$ cat config.mk
export PLATFORM = sky130hd
export DESIGN_NAME = carry_select_subtractor_pipe
export DESIGN_NICKNAME = d
export VERILOG_FILES = /design/src/rtl/carry_select_subtractor_pipe.sv
export SDC_FILE = /design/constraint.sdc
export NUM_CORES = 1
export LEC_CHECK = 0
export ABC_AREA = 1
export CORE_MARGIN = 10
export CORE_UTILIZATION = 54
export CTS_BUF_LIST = sky130_fd_sc_hd__clkbuf_8
export CTS_CLUSTER_DIAMETER = 30
export DETAILED_ROUTE_END_ITERATION = 8
export MAX_ROUTING_LAYER = met4
export PLACE_DENSITY = 0.81
export SLEW_MARGIN = 40
export SYNTH_ARGS = -nofsm -noshare
export SYNTH_HDL_FRONTEND = slang
export SYNTH_SLANG_ARGS = --single-unit
export TNS_END_PERCENT = 50
$ cat constraint.sdc
create_clock -name clk -period 4.3 [get_ports clk]
set_clock_uncertainty 0.15 [all_clocks]
set_input_delay 0.645 -clock clk [delete_from_list [all_inputs] [get_ports clk]]
set_output_delay 0.645 -clock clk [all_outputs]
set_load 0.02 [all_outputs]
$ cat src/rtl/carry_select_subtractor_pipe.sv
// Two-stage carry-select subtractor: diff = a - b with borrow-out and signed overflow.
// Latency: operand accepted on edge N, result valid after edge N+1 (two register stages).
// Backpressure: a stalled output holds both stages; only out_ready reaches in_ready combinationally.
module carry_select_subtractor_pipe #(
  parameter int WIDTH = 16
) (
  input  logic             clk,
  input  logic             reset,
  input  logic             in_valid,
  output logic             in_ready,
  input  logic [WIDTH-1:0] a,
  input  logic [WIDTH-1:0] b,
  output logic             out_valid,
  input  logic             out_ready,
  output logic [WIDTH-1:0] diff,
  output logic             borrow,
  output logic             ovf
);

  // Each candidate carries its segment carry-out in the MSB.
  typedef struct packed {
    logic [2:0] seg0;
    logic [2:0] seg1_c0;
    logic [2:0] seg1_c1;
    logic [3:0] seg2_c0;
    logic [3:0] seg2_c1;
    logic [4:0] seg3_c0;
    logic [4:0] seg3_c1;
    logic [5:0] seg4_c0;
    logic [5:0] seg4_c1;
    logic       a_msb;
    logic       b_msb;
  } s1_t;

  logic [WIDTH-1:0] b_n;
  s1_t              s1_nxt;
  s1_t              s1_q;
  logic             s1_valid;
  logic             s2_valid;
  logic             s2_adv;
  logic             in_fire;

  logic             c0, c1, c2, c3, c4;
  logic [WIDTH-1:0] d_sel;
  logic             borrow_nxt;
  logic             ovf_nxt;

  assign b_n       = ~b;
  assign s2_adv    = !s2_valid || out_ready;
  assign in_ready  = !reset && (!s1_valid || s2_adv);
  assign in_fire   = in_valid && in_ready;
  assign out_valid = s2_valid;

  // Stage 1: a + ~b per segment, both carry-in hypotheses for the upper ones.
  always_comb begin
    s1_nxt         = '0;
    s1_nxt.seg0    = {1'b0, a[1:0]}   + {1'b0, b_n[1:0]}   + 3'd1;
    s1_nxt.seg1_c0 = {1'b0, a[3:2]}   + {1'b0, b_n[3:2]};
    s1_nxt.seg1_c1 = {1'b0, a[3:2]}   + {1'b0, b_n[3:2]}   + 3'd1;
    s1_nxt.seg2_c0 = {1'b0, a[6:4]}   + {1'b0, b_n[6:4]};
    s1_nxt.seg2_c1 = {1'b0, a[6:4]}   + {1'b0, b_n[6:4]}   + 4'd1;
    s1_nxt.seg3_c0 = {1'b0, a[10:7]}  + {1'b0, b_n[10:7]};
    s1_nxt.seg3_c1 = {1'b0, a[10:7]}  + {1'b0, b_n[10:7]}  + 5'd1;
    s1_nxt.seg4_c0 = {1'b0, a[15:11]} + {1'b0, b_n[15:11]};
    s1_nxt.seg4_c1 = {1'b0, a[15:11]} + {1'b0, b_n[15:11]} + 6'd1;
    s1_nxt.a_msb   = a[15];
    s1_nxt.b_msb   = b[15];
  end

  // Stage 2: ripple the select chain across the precomputed candidates.
  always_comb begin
    d_sel              = '0;
    c0                 = s1_q.seg0[2];
    d_sel[1:0]         = s1_q.seg0[1:0];
    {c1, d_sel[3:2]}   = c0 ? s1_q.seg1_c1 : s1_q.seg1_c0;
    {c2, d_sel[6:4]}   = c1 ? s1_q.seg2_c1 : s1_q.seg2_c0;
    {c3, d_sel[10:7]}  = c2 ? s1_q.seg3_c1 : s1_q.seg3_c0;
    {c4, d_sel[15:11]} = c3 ? s1_q.seg4_c1 : s1_q.seg4_c0;
    borrow_nxt         = !c4;
    ovf_nxt            = (s1_q.a_msb != s1_q.b_msb) && (d_sel[15] != s1_q.a_msb);
  end

  always_ff @(posedge clk) begin
    if (reset) begin
      s1_valid <= 1'b0;
      s2_valid <= 1'b0;
      diff     <= '0;
      borrow   <= 1'b0;
      ovf      <= 1'b0;
    end else begin
      if (s2_adv) begin
        s2_valid <= s1_valid;
        if (s1_valid) begin
          diff   <= d_sel;
          borrow <= borrow_nxt;
          ovf    <= ovf_nxt;
        end
      end
      if (in_fire)
        s1_valid <= 1'b1;
      else if (s2_adv)
        s1_valid <= 1'b0;
    end
  end

  // Candidate payload is qualified by s1_valid, so it needs no reset.
  always_ff @(posedge clk) begin
    if (in_fire)
      s1_q <= s1_nxt;
  end

endmodule

======== Word-level counts from Yosys, hierarchy flattened ========
Index checks and enable logic that the tools add are counted.
storage, ports and cells
  register bits ........................... 61
  input port bits ......................... 36
  output and inout port bits .............. 20
  logic and storage cells ................. 46
cells by class
  add/sub/neg operators ................... 10
  equality and inequality tests ........... 2
  mux-type cells .......................... 6
  bitwise operators ....................... 1
  reductions and logical operators ........ 11
operators with widths
  operator             count
  $not 16->16          1
  $add 2x2->3          2
  $add 3x1->3 const B  2
  $add 5x5->6          1
  $add 6x1->6 const B  1
  $mux 6               1
  $add 4x4->5          1
  $add 5x1->5 const B  1
  $mux 5               1
  $add 3x3->4          1
  $add 4x1->4 const B  1
  $logic_not 1->1      4
  $mux 4               1
  $logic_and 1x1->1    3
  $mux 3               1
  $logic_or 1x1->1     2
  $mux 1               2
  $ne 1x1->1           2
  $reduce_and 2->1     1
  $reduce_bool 2->1    1

======== Depth between registers and ports, before layout ========
  depth in word-level cells ............... 6
  gate-level depth with buffers ........... 10
  gate-level depth less buffers ........... 10

======== Worst setup path after synthesis ========
Ideal clock, no wire load.
  kind .................................... input to register
  from .................................... input port out_ready
  to ...................................... register s1_q, in the netlist c0 (enable)
  setup time .............................. 0.440 ns
  arrival ................................. 2.631 ns
  slack ................................... 1.079 ns
  stages .................................. 6
  path through ............................ inv_1 -> nand2_1 -> nor2_1 -> inv_1 -> nand2_1 -> nor2_1
between the ends
  word-level cells in the longest chain between the ends .. 4
ends and longest elaborated chain
  what                  line  source
  start, declared       14    input logic out_ready,
  $logic_or 1x1->1      49    assign s2_adv = !s2_valid || out_ready;
  $logic_or 1x1->1      50    assign in_ready = !reset && (!s1_valid || s2_adv);
  $logic_and 1x1->1     50
  $logic_and 1x1->1     51    assign in_fire = in_valid && in_ready;
  via in_fire           41    logic in_fire;
  end signal, assigned  109   s1_q <= s1_nxt;
  end, declared         37    s1_t s1_q;
The timed path passes the listed nets, and every way through them passes these cells.
A chain may end at the register's enable or synchronous reset.

======== Final worst setup path ========
  from .................................... input port reset
  to ...................................... output port in_ready
between the ends
  word-level cells in the longest chain between the ends .. 2
ends and longest elaborated chain
  what               line  source
  start, declared    8     input logic reset,
  $logic_not 1->1    50
  $logic_and 1x1->1  50
  end, declared      10    output logic in_ready,
Every way passes these cells.

==> flow_summary.toml <==
[detailed_routing]
dr.pass1.iters = 4
ant_nets = 0
num_vias = 2182
avgViaCountPerCell = 5.03
routed_wl_um = 5820
drtIter0Drc = 66
drc_errors = 0
wl_per_cell_um = 13.4

[floorplanning]
start_util_pct = 55.8
dieArea_um2 = 9150
die_x_um = 95.7
rows = 27
ios = 56
core_region_area_um2 = 5540
die_y_um = 95.7

[synthesis]
synth_compound_area_share_pct = 6.19
synth_xor_xnor_area_share_pct = 4.17
syn_inst = 295
synth.distinct_cells = 31
netlist_area_um2 = 3090
synth_top_family_by_area = "simple AND/OR/NAND/NOR gates"
synth_adder_area_share_pct = 10.5
yosys_warnings = 0
ys_seq_area_share_pct = 52.8
synth-simple-area-share_pct = 17.6
synth.net_count = 354
syn_avg_cell_area_um2 = 10.5
synth.mux.area_fraction_pct = 0
ys_ff_latch = 61

[power_and_ir_drop]
power.density_nw_per_um2 = 359
peakVddDrop_uv = 192
p_leak_nw = 1.72

[outcome]
status = "completed"

[placement]
dp_cells = 419
hpwl_um = 4380
place_congestion = 0.798
portBuffers = 55

[timing]
setup_viol = 0
slew_violations = 0
hold_viol_final = 0
relSlewSlack_pct = 50.8
fmax_mhz = 326
fin_tns_setup_ns = 0
fin_crit_ns = 3.07
rsz0062_at_grt = "no"
worstMarginPinSlew_ns = 0.736
min_period_over_period_pct = 71.4

[cells_and_area]
drive_above_1_share_pct = 10.8
seq_area_um2 = 1630
area_growth_pct = 25.6
insertedDiodeCount = 0
instances_no_fill = 434
fillerInstances = 416
fin_nets = 417
multi_input_area_um2 = 1200

[worst_setup_path]
worstSetupPathType = "in -> out"
worstPathMaxFanout = 18
cp_slowest_stage_delay_ns = 0.60
crit_path_end_kind = "output port"
worst-path-buf-inv = 4
crit_top_cell = "clkdlybuf4s50_1"
critPathArrivalTime_ns = 2.27
reg2reg_depth = 6
cp-start-kind = "input port"
crit_family = "buffers and inverters"
crit_slowest_cell = "clkdlybuf4s50_1"
rrSetupSlack_ns = 2.26
cp_cell_sequence = "clkdlybuf4s50_1, inv_2, nand2_1, inv_1, clkdlybuf4s50_1"
cp.required_ns = 3.50
crit_cells = 5

[cts]
clock_sinks = 61
clkTransAtPathRegs_ns = 0.06
cts-root-buf = "clkbuf_8"
cts_hold_buf = 0
ctsResizeCount = 0
cts_tree = "done"
cts_setup_buffers = 0
cts_made_buffers = 9
htree_levels = 3
clock_path_buffers = 2
insertion_delay_ns = 0.33

[global_routing]
grt_max_degree = 35
grt_pass1_vias = 2182
antenna_found_initial = 0
grt_pass1_wl_um = 9610
grt_use_total_pct = 13.8
grt_overflow = 0

[min_path]
hold_depth = 2
min_path_type = "reg -> reg"

[job]
max-cap-violations = 0
-- registers in the layout, summed over array words and instances (netlist names) --
signal     count
s1_q          38
ovf            1
out_valid      1
d_sel          2
c0             1
borrow         1
diff          16
s1_valid       1
-- cell usage in the layout (no fill, tap or decap), drive strengths merged --
master,count
inv,66
clkdlybuf4s50,55
edfxtp,41
nand2,40
nand3,39
dfxtp,20
ha,18
nor2,14
o211ai,13
clkbuf,10
a21oi,8
xor2,7
xnor2,6
o21ai,6
fa,5
clkinv,4
nand3b,3
a31oi,2
or2,1
a21o,1
nor3,1
and2,1
buf,1
-- synth_stat cells --
cell type  count  area share, %
a21o_1         1           0.24
a21oi_1        8            1.3
a31oi_1        2           0.40
and2_1         1           0.20
buf_2          2           0.32
buf_4          1           0.24
clkbuf_1       1           0.12
clkinv_4       1           0.28
dfxtp_1       20             13
edfxtp_1      41             40
fa_1           5            3.2
ha_1          18            7.3
inv_1         58            7.0
inv_2          6           0.73
nand2_1       33            4.0
nand2_2        3           0.61
nand2_4        4            1.5
nand3_1       30            4.9
nand3_2        6            1.9
nand3_4        3            1.7
nand3b_1       3           0.73
nor2_1        14            1.7
nor3_1         1           0.16
o211ai_1      13            3.2
o21ai_0        4           0.65
o21ai_1        1           0.16
o21ai_2        1           0.28
or2_1          1           0.20
xnor2_1        6            1.7
xor2_1         5            1.4
xor2_2         2            1.1
-- metal layers --
metal / vias up / GRT usage, % / wire length, um / part of all wire (%)
met1: 1007 / 14.9 / 2380 / 41
met5: - / - / 0 / 0
met3: 15 / 3.22 / 396 / 6.8
met4: 0 / 7.13 / 122 / 2.1
li1: 1099 / - / - / -
met2: 61 / 23.2 / 2930 / 50
-- cells by family after synthesis --
kind of cell	after synthesis
and+or+nand+nor	99
xor gates and xnor gates	13
DFF	61
adders and majority gates	23
buffers and inverters	69
AOI/OAI and AO/OA	30
-- final timing paths --
kind / startpoint / endpoint
min reg2reg: s1_valid / out_valid
max: reset / in_ready
min: s1_valid / out_valid
max reg2reg: out_valid / d_sel[1]
-- tightest hold or removal path, stage by stage (launching register included) --
cell and delay (ns):
dfxtp_1 0.31, inv_1 0.06, a21oi_1 0.06
-- power breakdown --
group          switching (mW)  internal (mW)  total, mW
sequential             0.0182          0.687      0.705
combinational           0.151          0.125      0.276
clock                   0.200          0.212      0.412
-- layout make-up --
| cell class | instances | area share, % |
|---|---|---|
| well taps | 72 | 2.32 |
| multi-input cells | 165 | 30.8 |
| flip-flops and latches | 61 | 42.0 |
| repair buffers | 56 | 14.4 |
| clock inverters | 5 | 0.516 |
| inverters | 65 | 6.41 |
| clock buffers | 10 | 3.54 |
-- metrics by stage --
step	hold slack (ns)	cell area [um2]	util (%)	total power, mW	setup WS (ns)
after floorplan	0.295	3090	-	0.892	1.08
after global placement	0.314	3720	67.2	0.985	1.27
after detailed placement	0.324	3720	67.2	0.995	1.24
after CTS	0.330	3880	70.1	1.40	1.22
after global routing	0.369	3880	70.1	1.47	1.13
final	0.328	3880	70.1	1.39	1.23
Note: power is estimated with default switching activity, not from simulation.
